--- src/rtl/hw_int_ctrl.sv ---
// -----------------------------------------------------------------------------
// hw_int_ctrl -- interrupt aggregator with a built-in compare timer.
//
// Collects seven asynchronous external interrupt lines (irq_src[6:0]) plus
// one internal timer interrupt into an 8-bit pending register. The masked
// pending bits drive hw_int, which feeds the CPU's hardware interrupt
// inputs. Software reaches the block through a data-SRAM style register port.
//
// Ports
//   clk      in   1   sole clock, all flops on the rising edge
//   reset    in   1   asynchronous, active-high reset
//   en       in   1   register-port access strobe
//   we       in   4   byte write enables, 4'b0000 means read
//   addr     in  32   byte address, only addr[4:2] is decoded
//   wdata    in  32   write data
//   rdata    out 32   read data, valid the cycle after a read access
//   irq_src  in   7   asynchronous external interrupt sources 0..6
//   hw_int   out  8   interrupt lines to the CPU, bit 7 is the timer
//
// Register map (offset = addr[4:2]*4)
//   0x00 PEND[7:0]  R/W1C   level bits ignore W1C, bit 7 is the timer
//   0x04 MASK[7:0]  RW
//   0x08 EDGE[7:0]  RW      bit 7 reads 1 and ignores writes
//   0x0C TCFG[1:0]  RW      bit0 = enable, bit1 = periodic
//   0x10 TCMP[31:0] RW
//   0x14 TCNT[31:0] RW
//   0x18, 0x1C      read 0, writes ignored
//
// Access protocol: there is no back-pressure. Every cycle with en=1 is one
// complete access; we!=0 writes the selected byte lanes at that rising edge,
// we==0 reads and the value appears on rdata after that same edge and holds
// until the next read.
// -----------------------------------------------------------------------------
module hw_int_ctrl (
    input  logic        clk,
    input  logic        reset,
    input  logic        en,
    input  logic [3:0]  we,
    input  logic [31:0] addr,
    input  logic [31:0] wdata,
    output logic [31:0] rdata,
    input  logic [6:0]  irq_src,
    output logic [7:0]  hw_int
);

    localparam logic [2:0] A_PEND = 3'd0;
    localparam logic [2:0] A_MASK = 3'd1;
    localparam logic [2:0] A_EDGE = 3'd2;
    localparam logic [2:0] A_TCFG = 3'd3;
    localparam logic [2:0] A_TCMP = 3'd4;
    localparam logic [2:0] A_TCNT = 3'd5;

    // Merge write data into an existing word, one byte lane per enable bit.
    function automatic logic [31:0] merge_bytes(input logic [31:0] old_v,
                                                input logic [31:0] new_v,
                                                input logic [3:0]  be);
        logic [31:0] r;
        r = old_v;
        for (int k = 0; k < 4; k++) begin
            if (be[k]) r[8*k +: 8] = new_v[8*k +: 8];
        end
        return r;
    endfunction

    // ------------------------------------------------------------------
    // State
    // ------------------------------------------------------------------
    logic [6:0]  sync1_q, sync2_q;   // two-flop synchronizer per source
    logic [6:0]  prev_q;             // previous synced level, for edge detect
    logic [7:0]  pend_q,  pend_d;
    logic [7:0]  mask_q,  mask_d;
    logic [6:0]  edge_q,  edge_d;    // bit 7 is hard-wired to edge mode
    logic [1:0]  tcfg_q,  tcfg_d;
    logic [31:0] tcmp_q,  tcmp_d;
    logic [31:0] tcnt_q,  tcnt_d;
    logic [31:0] rdata_q, rdata_d;
    logic [7:0]  hw_int_q, hw_int_d;

    // ------------------------------------------------------------------
    // Access decode
    // ------------------------------------------------------------------
    logic [2:0] sel;
    logic       rd_acc;
    logic       wr_acc;

    assign sel    = addr[4:2];
    assign rd_acc = en && (we == 4'b0000);
    assign wr_acc = en && (we != 4'b0000);

    // Only addr[4:2] selects a register; the remaining address bits are
    // deliberately ignored.
    logic unused_addr_bits;
    assign unused_addr_bits = ^{addr[31:5], addr[1:0]};

    logic wr_pend, wr_mask, wr_edge, wr_tcfg, wr_tcmp, wr_tcnt;

    // All 8-bit registers live entirely in byte lane 0.
    assign wr_pend = wr_acc && (sel == A_PEND) && we[0];
    assign wr_mask = wr_acc && (sel == A_MASK) && we[0];
    assign wr_edge = wr_acc && (sel == A_EDGE) && we[0];
    assign wr_tcfg = wr_acc && (sel == A_TCFG) && we[0];
    assign wr_tcmp = wr_acc && (sel == A_TCMP);
    assign wr_tcnt = wr_acc && (sel == A_TCNT);

    // ------------------------------------------------------------------
    // Timer
    // ------------------------------------------------------------------
    logic        t_match;
    logic [31:0] tcnt_tmr;
    logic [1:0]  tcfg_tmr;

    // The match is evaluated on the current TCNT, so a software write landing
    // in the same cycle still lets a pre-write match raise PEND[7].
    assign t_match = tcfg_q[0] && (tcnt_q == tcmp_q);

    always_comb begin
        tcnt_tmr = tcnt_q;
        tcfg_tmr = tcfg_q;
        if (tcfg_q[0]) begin
            if (t_match) begin
                tcnt_tmr = 32'd0;
                // One-shot mode disarms itself on the match.
                if (!tcfg_q[1]) tcfg_tmr[0] = 1'b0;
            end else begin
                tcnt_tmr = tcnt_q + 32'd1;   // wraps modulo 2^32
            end
        end
    end

    // ------------------------------------------------------------------
    // Next-state logic
    // ------------------------------------------------------------------
    logic [6:0] edge_set;
    logic [7:0] w1c;

    assign edge_set = sync2_q & ~prev_q;
    assign w1c      = wr_pend ? wdata[7:0] : 8'h00;

    always_comb begin
        pend_d = pend_q;
        for (int i = 0; i < 7; i++) begin
            if (edge_q[i]) begin
                // Edge mode: a new set wins over a coincident clear.
                pend_d[i] = edge_set[i] | (pend_q[i] & ~w1c[i]);
            end else begin
                // Level mode: pending mirrors the synced line, W1C is moot.
                pend_d[i] = sync2_q[i];
            end
        end
        pend_d[7] = t_match | (pend_q[7] & ~w1c[7]);
    end

    always_comb begin
        mask_d = wr_mask ? wdata[7:0] : mask_q;
        edge_d = wr_edge ? wdata[6:0] : edge_q;
        tcmp_d = wr_tcmp ? merge_bytes(tcmp_q, wdata, we) : tcmp_q;
        // Software writes take precedence over the timer's own update.
        tcnt_d = wr_tcnt ? merge_bytes(tcnt_q, wdata, we) : tcnt_tmr;
        tcfg_d = wr_tcfg ? wdata[1:0] : tcfg_tmr;
    end

    // Read mux works on the pre-edge register values.
    logic [31:0] rd_val;

    always_comb begin
        rd_val = 32'd0;
        case (sel)
            A_PEND:  rd_val = {24'd0, pend_q};
            A_MASK:  rd_val = {24'd0, mask_q};
            A_EDGE:  rd_val = {24'd0, 1'b1, edge_q};
            A_TCFG:  rd_val = {30'd0, tcfg_q};
            A_TCMP:  rd_val = tcmp_q;
            A_TCNT:  rd_val = tcnt_q;
            default: rd_val = 32'd0;
        endcase
    end

    always_comb begin
        rdata_d  = rd_acc ? rd_val : rdata_q;
        hw_int_d = pend_q & mask_q;
    end

    // ------------------------------------------------------------------
    // Registers
    // ------------------------------------------------------------------
    always_ff @(posedge clk or posedge reset) begin
        if (reset) begin
            sync1_q  <= '0;
            sync2_q  <= '0;
            prev_q   <= '0;
            pend_q   <= '0;
            mask_q   <= '0;
            edge_q   <= '0;
            tcfg_q   <= '0;
            tcmp_q   <= '0;
            tcnt_q   <= '0;
            rdata_q  <= '0;
            hw_int_q <= '0;
        end else begin
            sync1_q  <= irq_src;
            sync2_q  <= sync1_q;
            prev_q   <= sync2_q;
            pend_q   <= pend_d;
            mask_q   <= mask_d;
            edge_q   <= edge_d;
            tcfg_q   <= tcfg_d;
            tcmp_q   <= tcmp_d;
            tcnt_q   <= tcnt_d;
            rdata_q  <= rdata_d;
            hw_int_q <= hw_int_d;
        end
    end

    assign rdata  = rdata_q;
    assign hw_int = hw_int_q;

endmodule

--- config.mk ---
export PLATFORM = sky130hd
export DESIGN_NAME = hw_int_ctrl
export DESIGN_NICKNAME = d
export VERILOG_FILES = /design/src/rtl/hw_int_ctrl.sv
export SDC_FILE = /design/constraint.sdc
export NUM_CORES = 1
export LEC_CHECK = 0
export ABC_CLOCK_PERIOD_IN_PS = 10500
export BUFFER_PORTS_ARGS = -buffer_cell sky130_fd_sc_hd__buf_2
export CAP_MARGIN = 0
export CORE_UTILIZATION = 40
export CTS_CLUSTER_SIZE = 25
export DETAILED_ROUTE_END_ITERATION = 6
export PLACE_DENSITY = 0.66
export SYNTH_ARGS = -nofsm -noshare
export SYNTH_HDL_FRONTEND = slang
export SYNTH_SLANG_ARGS = --single-unit
--- constraint.sdc ---
create_clock -name clk -period 10.5 [get_ports clk]
set_clock_uncertainty 0.1 [all_clocks]
set_input_delay 1.05 -clock clk [delete_from_list [all_inputs] [get_ports clk]]
set_output_delay 1.05 -clock clk [all_outputs]
set_load 0.03 [all_outputs]
## Word-level counts from Yosys, hierarchy flattened

Cells that the tools add are included.

| storage, ports and cells | value |
|---|---|
| bits in registers | 150 |
| word-level logic and storage cells | 101 |

| cells by class | value |
|---|---|
| add/subtract/negate cells | 1 |
| equality and inequality tests | 10 |
| multiplexer cells | 20 |
| bitwise logic cells | 27 |
| reduce and logical (&&, ||, !) cells | 25 |

Operators with widths:

| operator | number |
|---|---|
| 32-bit case mux with 6 select lines | 1 |
| 32-bit two-way mux | 3 |
| 8-bit two-way mux | 5 |
| 32-bit by 1-bit adder with 32-bit output (second input constant) | 1 |
| 32-bit == test | 1 |
| 2-bit AND reduction | 8 |
| 1-bit logical AND | 13 |
| 1-bit two-way mux | 11 |
| 1-bit bitwise AND | 8 |
| 8-bit bitwise AND | 1 |
| 2-bit != test (second input constant) | 4 |
| 1-bit NOT | 8 |
| 1-bit bitwise OR | 8 |
| 7-bit bitwise AND | 1 |
| 7-bit NOT | 1 |
| 3-bit by 2-bit == test with 1-bit output (second input constant) | 2 |
| 3-bit == test (second input constant) | 2 |
| 4-bit logical NOT | 1 |
| 4-bit nonzero test | 1 |
| 3-bit by 1-bit == test with 1-bit output (second input constant) | 1 |
| 3-bit logical NOT | 1 |
| 2-bit nonzero test | 1 |

## Depth between registers and ports, before layout

Gate-level depths: netlist (run 1).

| depth | value |
|---|---|
| depth in word-level cells | 9 |
| mapped depth | 10 |
| depth with buffers taken out | 7 |

## Least setup slack after synthesis (run 1)

No wires, ideal clock.

| timing | value |
|---|---|
| path kind | input port to flip-flop |
| start | input port addr[3] |
| end | register tcnt_q[3] |
| library setup time | 69 ps |
| data arrival time | 2790 ps |
| slack | 7541 ps |
| stages on the path | 8 |
| cell sequence | clkbuf_1 > and4b_1 > nor2b_1 > clkbuf_1 > a31o_2 > buf_2 > or4_1 > nand3_1 |

| between the ends | value |
|---|---|
| longest elaborated chain between the ends | 4 |
| elaborated cells between the ends (all ways) | 6 |
| classes of those cells | eq/ne: 2; mux: 1; reduce/logical: 3 |

RTL lines:

| item | line | source |
|---|---|---|
| from (decl) | 39 | `input logic [31:0] addr,` |
| 3-bit == test * | 103 | `assign wr_tcnt = wr_acc && (sel == A_TCNT);` |
| 1-bit logical AND * | 103 |  |
| 2-bit != test (no source line) / 2-bit nonzero test (equally long branches) | n/a |  |
| 2-bit AND reduction (no source line) | n/a |  |
| to (signal assigned) | 208 | `tcnt_q <= tcnt_d;` |
| to (decl) | 75 | `logic [31:0] tcnt_q, tcnt_d;` |

Every way passes the cells marked *; elsewhere a longest branch is shown, timed or not.
A chain may end at the register's enable or synchronous reset.

## Worst setup path in the final report (run 1)

| timing | value |
|---|---|
| start | input port addr[2] |
| end | register tcnt_q[2] |

Same word-level chain as after synthesis.

==> results of run 1 <==
## report_power, final
group / leakage, nW / total, W / switching [W] / internal (W)
Sequential: 1.79 / 0.000799 / 0.000116 / 0.000684
Combinational: 1.44 / 0.000407 / 0.000235 / 0.000172
Clock: 0.304 / 0.000639 / 0.000251 / 0.000389
## layer usage
metal  part of all wire  vias up  routed length, um
li1                   -     2579                  -
met1               0.44     2761               7950
met2               0.47      183               8570
met3              0.064       39               1160
met4              0.028        0                502
met5                  0        -                  0
## worst paths after layout
kind                                       startpoint                     to  slack (ps)  cells past startpoint
worst min-delay path             sync1_q[1]$_DFF_PP0_   sync2_q[1]$_DFF_PP0_         250                      0
max in group asynchronous                       reset   sync1_q[4]$_DFF_PP0_        8200                      3
worst min register to register   sync1_q[1]$_DFF_PP0_   sync2_q[1]$_DFF_PP0_         250                      0
worst max-delay path                          addr[2]  tcnt_q[2]$_DFFE_PP0P_        6320                      7
min in group asynchronous                       reset    hw_int[5]$_DFF_PP0_         620                      2
worst max register to register  tcnt_q[4]$_DFFE_PP0P_  tcnt_q[8]$_DFFE_PP0P_        7480                      7
## logic make-up after synthesis
group / Yosys count / share of synthesized area
XOR/XNOR: 31 / 0.0380
multiplexers: 60 / 0.105
AND/OR/NAND/NOR: 197 / 0.146
flip-flops: 150 / 0.525
AO/OA/AOI/OAI: 155 / 0.147
adder cells (fa/ha/maj): 1 / 0.00175
buffers and inverters: 69 / 0.0380
## layout make-up
cell class | instances | area share
diodes | 1 | 0.000301
clock buffers | 19 | 0.0544
clock inverters | 13 | 0.0203
inverters | 16 | 0.00782
multi-input cells | 444 | 0.378
flip-flops and latches | 150 | 0.451
well taps | 225 | 0.0338
repair buffers | 90 | 0.0547
## state kept, by name, indices dropped and copies added, names as in the netlist, 7 cells and up
signal / count
rdata: 32
tcmp_q: 32
tcnt_q: 32
hw_int: 8
mask_q: 8
pend_q: 8
edge_q: 7
prev_q: 7
sync1_q: 7
sync2_q: 7
## layout by cell type, fill, tap and decap left out, types with 3 or more instances in the layout
cell type	netlist	final
or3_1	3	3
o21ai_0	44	44
clkbuf_16	0	17
a32oi_1	15	15
and2_1	12	12
nor4_1	9	8
bufinv_16	0	3
mux2_2	49	49
clkinv_4	0	4
nand4_1	16	16
a221o_1	4	4
buf_2	10	88
dfrtp_1	150	150
mux2i_1	4	4
a32o_1	7	7
nor4_2	2	3
nand2_1	71	70
nor3_1	7	7
a22oi_1	41	41
and3_1	7	7
o22ai_1	4	4
nor3b_1	3	3
o211ai_1	3	3
nor2_1	10	10
or4_1	12	12
inv_6	0	4
o21a_1	3	3
inv_1	16	15
xnor2_1	31	31
nand3_1	34	34
a21oi_1	18	18
mux4_2	7	7
## through the flow
step	setup slack (ps)	instance area, um^2	utilization
4_1_cts	6410	8320	0.479
5_1_grt	6120	8320	0.479
3_3_place_gp	6080	7700	0.443
3_5_place_dp	5940	7700	0.443
2_1_floorplan	5310	7150	-
6_report	6320	8320	0.479
==> flow_metrics.py, run 1 <==
metrics = {
    "sta": {
        "fin_setup_tns_ps": 0,
        "timing.final.crit_share": 0.398,
        "slew_violations": 0,
        "max_freq_mhz": 239,
        "final-hold-violation-count": 0,
        "min_period_ps": 4180,
        "fin_hold_ws_ps": 248,
        "rsz0062_at_grt": "no",
        "max_slew_margin": 0.167,
        "worstMarginPinSlew_ps": 1250,
        "setup_viol": 0,
    },
    "die": {
        "die_h_um": 136,
        "rows": 48,
        "initial_core_util": 0.412,
        "die-area_um2": 18400,
        "ios": 118,
        "die_w_um": 136,
        "core-area_um2": 17400,
    },
    "clock_tree": {
        "clk_pin_slew_ps": 70,
        "htree_levels": 4,
        "post-cts-setup-buffers": 0,
        "cts_tree": "built",
        "cts_made_buffers": 17,
        "cts_buffer_depth": 2,
        "clock_latency_ps": 440,
        "cts_hold_buffers": 0,
        "cts-root-buf": "clkbuf_16",
        "cts_resized": 0,
        "clkSinkCount": 150,
    },
    "worst_setup_path": {
        "critPathCaptureType": "flop",
        "startpoint_type": "input pin",
        "path_buf_inv": 1,
        "slowest_stage": "mux2i_1",
        "crit_chain": "buf_2, and4b_1, nor2b_1, mux2i_1, nor3b_1, o21ai_0, nand2_1",
        "crit_required_ps": 10730,
        "critical_path_class": "input pin to flop",
        "cpPeakStageDelay_ps": 1040,
        "worstPathArrival_ps": 4410,
        "crit_fanout": 21,
        "cp_top_family": "simple AND/OR/NAND/NOR gates",
    },
    "min_path": {
        "hold_path.class": "flop to flop",
    },
    "placement": {
        "io_buffers": 88,
        "dp_hpwl_mm": 12.6,
        "place.gp.congestion": 0.872,
        "dp.cells": 925,
    },
    "cells_and_area": {
        "nets": 798,
        "final_cells": 958,
        "area_growth_pct": 16.4,
        "drive_above_1_share": 0.260,
        "regArea_um2": 3750,
        "fillers": 1551,
        "multi_input_area_um2": 3140,
    },
    "power_and_ir_drop": {
        "finalPower_w": 0.00185,
        "p_leak_nw": 3.54,
        "p_per_area_nw_per_um2": 222,
        "peakVddDrop_uv": 131,
    },
    "synthesis": {
        "synthTopCellsByCount": "150 x dfrtp_1, 71 x nand2_1, 49 x mux2_2, 44 x o21ai_0",
        "async_reset_ff_frac": 1.00,
        "yosysSeqAreaShare": 0.525,
        "synthTopCellsByArea": "dfrtp_1 52%, mux2_2 7.7%, a22oi_1 4.3%",
        "syn-instance-count": 663,
        "synth_flop_cell": "dfrtp_1",
        "ys_ff_latch": 150,
        "yosysMostFrequentCell": "dfrtp_1",
        "synth_cell_types": 52,
        "yosys_warnings": 0,
        "synth_edf_count": 0,
        "synth_top_area_share": 0.525,
        "netlist_area_um2": 7150,
        "synth_nets": 742,
        "synth_top_cell_by_area": "dfrtp_1",
        "synth_area_per_cell_um2": 10.8,
    },
    "status": {
        "outcome": "complete, no violations",
    },
    "grt": {
        "grt_antenna_before_repair": 1,
        "met1_usage": 0.273,
        "grt_pass1_vias": 5595,
        "grt_util_met3": 0.0505,
        "grt_pass1_wl_mm": 29.5,
        "grt_busiest_layer": "met2",
        "grt_max_degree": 77,
        "grt_usage": 0.212,
        "grt-ovfl-total": 0,
        "met2_usage": 0.332,
    },
    "job": {
        "cap_violations": 0,
    },
    "route": {
        "drtAntennaViolNets": 0,
        "routedWlPerCell_um": 19.0,
        "drtIter0Drc": 490,
        "drt-pass1-iter-count": 5,
        "via_count": 5562,
        "drt-total-wl_mm": 18.2,
        "viasPerCell": 5.81,
        "drc": 0,
    },
}
Note: power is estimated with default switching activity, not from simulation.
==> run 2: changes to the inputs <==
Settings changed: ABC_CLOCK_PERIOD_IN_PS 10500 to 4200.
Clock period 10.5 ns to 4.2 ns, I/O delays scaled along.
==> run 2 against run 1 <==
  * Sequential power grew to 2.5 times the previous value
  * Power rose by 140%
  * Global-route usage hardly changed
  * Non-clock buffer count is 19 higher
  * Highest routed layer is now met5
==> flow_metrics.py, run 2 (same netlist as run 1, synthesis figures left out) <==
metrics = {
    "clock_tree": {
        "htree_levels": 4,
        "cts_resized": 0,
        "cts-root-buf": "clkbuf_16",
        "clock_latency_ps": 440,
        "cts_buffer_depth": 2,
        "cts_made_buffers": 17,
        "cts_tree": "built",
        "clk_pin_slew_ps": 60,
        "clkSinkCount": 150,
    },
    "sta": {
        "fin_ws_ps": 1270,
        "timing.final.crit_share": 0.697,
        "max_freq_mhz": 342,
        "fin_setup_tns_ps": 0,
        "slew_violations": 0,
        "setup_viol": 0,
        "rsz0062_at_grt": "no",
        "worstMarginPinSlew_ps": 1150,
        "min_period_ps": 2930,
        "max_slew_margin": 0.229,
        "final-hold-violation-count": 0,
    },
    "worst_setup_path": {
        "crit_fanout": 12,
        "crit_chain": "xnor2_1, nand4_1, nor4_1, a31oi_2, buf_4, a21o_1, a221o_1",
        "crit_required_ps": 4420,
        "cp_top_family": "compound AO/OA/AOI/OAI gates",
        "critPathCaptureType": "flop",
        "slowest_stage": "nor4_1",
        "path_buf_inv": 1,
        "worstPathArrival_ps": 3140,
        "cpPeakStageDelay_ps": 600,
        "startpoint_type": "flop",
        "critical_path_class": "flop to flop",
    },
    "die": {
        "ios": 118,
        "die_w_um": 136,
        "die_h_um": 136,
        "initial_core_util": 0.412,
        "rows": 48,
        "core-area_um2": 17400,
        "die-area_um2": 18400,
    },
    "power_and_ir_drop": {
        "p_int_w": 0.00300,
        "power.share.clock": 0.323,
        "p_leak_nw": 3.60,
        "combPwrFrac": 0.232,
        "switching_share": 0.330,
        "p_per_area_nw_per_um2": 532,
        "p_switching_w": 0.00148,
        "pwr-share-seq": 0.445,
        "peakVddDrop_uv": 322,
    },
    "route": {
        "drc": 0,
        "via_count": 5641,
        "viasPerCell": 5.77,
        "routedWlPerCell_um": 18.8,
        "drtIter0Drc": 541,
        "drtAntennaViolNets": 0,
        "drt-pass1-iter-count": 5,
        "drt-total-wl_mm": 18.4,
    },
    "grt": {
        "grt_busiest_layer": "met2",
        "grt-ovfl-total": 0,
        "grt_pass1_wl_mm": 29.4,
        "grt_antenna_before_repair": 2,
        "met2_usage": 0.326,
        "grt_usage": 0.212,
        "grt_max_degree": 77,
        "met1_usage": 0.279,
        "grt_util_met3": 0.0513,
        "grt_pass1_vias": 5624,
    },
    "cells_and_area": {
        "area_growth_pct": 17.9,
        "layout_commonest_cell": "dfrtp_1",
        "nets": 817,
        "drive_above_1_share": 0.266,
        "layout_common_cells": "150 x dfrtp_1, 88 x buf_2, 70 x nand2_1, 49 x mux2_2, 44 x o21ai_0",
    },
    "status": {
        "outcome": "complete, no violations",
    },
    "min_path": {
        "hold_path.class": "input pin to asynchronous set/reset pin",
    },
    "placement": {
        "place.gp.congestion": 0.897,
        "pre_cts_ws_ps": 1150,
        "dp_hpwl_mm": 12.9,
        "io_buffers": 88,
    },
    "job": {
        "cap_violations": 0,
    },
}
## run 2: routing by layer
metal | share of wire | vias up
met5 | 0.0010 | -
met4 | 0.026 | 2
met3 | 0.060 | 44
met2 | 0.47 | 196
met1 | 0.44 | 2803
li1 | - | 2596
## run 2: final cells by class
type / count / area [um^2]
Clock buffer: 21 / 460
Clock inverter: 11 / 97.6
Inverter: 16 / 63.8
Fill cell: 1555 / 8930
Antenna cell: 1 / 2.50
Sequential cell: 150 / 3750
Multi-Input combinational cell: 444 / 3140
Timing Repair Buffer: 109 / 628
Tap cell: 225 / 282
## run 2: path summary, 6_finish.rpt
kind	startpoint	to	slack [ps]	cells past startpoint
worst max-delay path	tcnt_q[16]$_DFFE_PP0P_	tcnt_q[8]$_DFFE_PP0P_	1270	7
worst min-delay path	reset	rdata[6]$_DFFE_PP0P_	30	2
worst max register to register	tcnt_q[16]$_DFFE_PP0P_	tcnt_q[8]$_DFFE_PP0P_	1270	7
worst min register to register	sync1_q[0]$_DFF_PP0_	sync2_q[0]$_DFF_PP0_	250	0
max in group asynchronous	reset	edge_q[5]$_DFFE_PP0P_	3000	3
min in group clk	wdata[30]	tcmp_q[30]$_DFFE_PP0P_	130	2
## run 2: timing repair
action | in CTS | in global routing
setup buffers | 0 | 0
endpoints found under the hold margin | 7 | 0
hold buffers | 7 | 0
## run 2: metrics by stage
step                      total power, W  hold WS, ps  std cells  area (um^2)   util
after floorplan                  0.00271          231        663         7160      -
after global placement           0.00301          232        937         7800  0.449
after detailed placement         0.00305          236        937         7800  0.449
after CTS                        0.00451         50.4        976         8430  0.486
after global routing             0.00470          110        976         8430  0.486
final                            0.00449         30.4        977         8430  0.486
## run 2: worst reg2reg max path, delay by kind of cell (launching register included)
kind / cells / cell delay, ps
AO/OA/AOI/OAI: 3 / 860
buffers and inverters: 1 / 300
AND/OR/NAND/NOR: 2 / 770
flip-flops: 1 / 450
XOR/XNOR: 1 / 330
## run 2: power by group through the flow
stage	sequential, W	clock, W	combinational [W]
final	0.00200	0.00145	0.00104
after global routing	0.00204	0.00153	0.00113
after CTS	0.00199	0.00148	0.00105
after detailed placement	0.00201	0	0.00104
after global placement	0.00199	0	0.00102
after floorplan	0.00202	0	0.000689
==> run 3: changes to the inputs <==
Settings changed: ABC_CLOCK_PERIOD_IN_PS 4200 to 2700.
Clock period 4.2 ns to 2.7 ns, I/O delays scaled along.
==> run 3 against run 2 <==
  * Utilization up 2.1 points
  * Critical path type unchanged
  * Highest routed layer unchanged
  * Clock power up 61%
  * Critical path depth down 1
  * Final area up 4.3%
  * Cell count up 4.0%
  * Via count up 2.4%
  * Global-route usage up 0.40 points
  * Register-to-register slack worse by 1100 ps
  * Count of clock-buffer cells in the layout unchanged
  * Worst hold slack worse by 69 ps
  * Combinational power up 64%
  * The flow now finishes with violations (negative hold slack)
  * Sequential share of layout area down 1.8 points
  * Largest cell class unchanged
==> flow_metrics.py, run 3 (same netlist as run 1, synthesis figures left out) <==
metrics = {
    "cells_and_area": {
        "fillers": 1547,
        "nets": 856,
        "multi_input_area_um2": 3140,
        "final_cells": 1016,
        "area_growth_pct": 22.9,
        "layout_common_cells": "150 x dfrtp_1, 88 x buf_2, 70 x nand2_1, 49 x mux2_2, 44 x o21ai_0",
        "regArea_um2": 3750,
        "drive_above_1_share": 0.282,
        "layout_commonest_cell": "dfrtp_1",
    },
    "worst_setup_path": {
        "critical_path_class": "flop to flop",
        "crit_chain": "nand4_1, nor4_4, and3_1, nand2_1, or4_1, o311ai_1",
        "startpoint_type": "flop",
        "cpPeakStageDelay_ps": 500,
        "crit_fanout": 8,
        "r2r-start": "tcnt_q[9]$_DFFE_PP0P_",
        "crit_required_ps": 2890,
        "slowest_stage": "dfrtp_1",
        "reg2regPathDepth": 6,
        "worstSetupStartpoint": "tcnt_q[9]$_DFFE_PP0P_",
        "critPathCaptureType": "flop",
        "ff2ff_setup_slack_ps": 170,
        "reg2reg_to": "tcnt_q[27]$_DFFE_PP0P_",
        "worstPathArrival_ps": 2720,
        "cp-endpoint": "tcnt_q[27]$_DFFE_PP0P_",
    },
    "grt": {
        "grt_antenna_before_repair": 2,
        "grt_pass1_vias": 5748,
        "grt-ovfl-total": 0,
        "grt_usage": 0.216,
        "grt_max_degree": 151,
        "grt_pass1_wl_mm": 30.2,
    },
    "sta": {
        "min_period_ps": 2530,
        "slew_violations": 0,
        "fin_hold_ws_ps": -38.5,
        "timing.final.crit_share": 0.937,
        "max_freq_mhz": 395,
        "fin_ws_ps": 170,
        "rsz0062_at_grt": "no",
        "setup_viol": 0,
        "final-hold-violation-count": 10,
        "fin_setup_tns_ps": 0,
        "max_slew_margin": 0.342,
        "worstMarginPinSlew_ps": 987,
    },
    "clock_tree": {
        "cts_buffer_depth": 2,
        "htree_levels": 4,
        "cts_made_buffers": 17,
        "post-cts-setup-buffers": 0,
        "clk_pin_slew_ps": 60,
        "clkSinkCount": 150,
        "cts-root-buf": "clkbuf_16",
        "cts_tree": "built",
        "clock_latency_ps": 420,
        "cts_resized": 0,
    },
    "power_and_ir_drop": {
        "peakVddDrop_uv": 475,
        "p_leak_nw": 3.79,
        "finalPower_w": 0.00714,
        "p_per_area_nw_per_um2": 812,
    },
    "status": {
        "outcome": "finished, violations left",
        "violations": "negative hold slack",
    },
    "die": {
        "initial_core_util": 0.412,
        "die_h_um": 136,
        "die-area_um2": 18400,
        "rows": 48,
        "die_w_um": 136,
        "core-area_um2": 17400,
        "ios": 118,
    },
    "route": {
        "routedWlPerCell_um": 18.7,
        "viasPerCell": 5.69,
        "via_count": 5779,
        "drtAntennaViolNets": 0,
        "drt-pass1-iter-count": 6,
        "drt-total-wl_mm": 19.0,
        "drtIter0Drc": 597,
        "drc": 0,
    },
    "min_path": {
        "hold_path.class": "input pin to asynchronous set/reset pin",
    },
    "placement": {
        "dp.cells": 961,
        "pre_cts_ws_ps": 235,
        "place.gp.congestion": 0.902,
        "io_buffers": 88,
        "dp_hpwl_mm": 13.3,
    },
    "job": {
        "cap_violations": 0,
    },
}
[run 3: cell count changes in the layout (fill, tap and decap cells not counted)]
cell           delta
buf_12            +1
buf_4            +23
bufinv_16         +1
clkinv_2          -1
clkinvlp_4        +1
dlygate4sd3_1    +15
inv_6             -2
inv_8             +1
nor4_1            +1
nor4_2            -1
[run 3: worst min path at each step]
stage	end	cells after the start	slack [ps]
after floorplan	sync1_q[0]$_DFF_PP0_	0	200
after detailed placement	sync2_q[0]$_DFF_PP0_	0	230
after global placement	sync2_q[6]$_DFF_PP0_	0	230
after global routing	tcmp_q[12]$_DFFE_PP0P_	2	4
after CTS	tcmp_q[9]$_DFFE_PP0P_	2	0.8
final	hw_int[5]$_DFF_PP0_	3	-40
[run 3: timing repair]
item | in CTS | in global routing
endpoints found under the hold margin | 23 | 0
hold buffers | 22 | 0
endpoints found under the setup margin | 0 | 0
[run 3: critical path: cells and delay by family, from the launching register on]
family	cells	cell delay (ps)
flip-flops	1	500
AND/OR/NAND/NOR	5	1480
AO/OA/AOI/OAI	1	330
[run 3: metrics by stage]
step	area, um^2	utilization
final	8790	0.507
after global routing	8790	0.506
after CTS	8790	0.506
after detailed placement	7990	0.460
after global placement	7990	0.460
after floorplan	7160	-
[run 3: layout make-up]
type,count,share of cell area
Multi-Input combinational cell,444,0.357
Sequential cell,150,0.427
Inverter,16,0.00726
Clock inverter,11,0.0141
Timing Repair Buffer,148,0.110
Antenna cell,1,0.000285
Clock buffer,21,0.0524
Tap cell,225,0.0320
[run 3: power breakdown]
part | total (W) | switching (W) | leakage, nW | internal [W]
logic | 0.00171 | 0.000954 | 1.72 | 0.000751
registers | 0.00310 | 0.000437 | 1.79 | 0.00266
clock network | 0.00233 | 0.000922 | 0.285 | 0.00141
total | 0.00714 | 0.00231 | 3.79 | 0.00482
[run 3: layer usage]
| metal | GRT usage | part of all wire |
|---|---|---|
| met5 | 0 | 0.00042 |
| met4 | 0.0737 | 0.020 |
| met3 | 0.0524 | 0.072 |
| met2 | 0.340 | 0.47 |
| met1 | 0.289 | 0.44 |
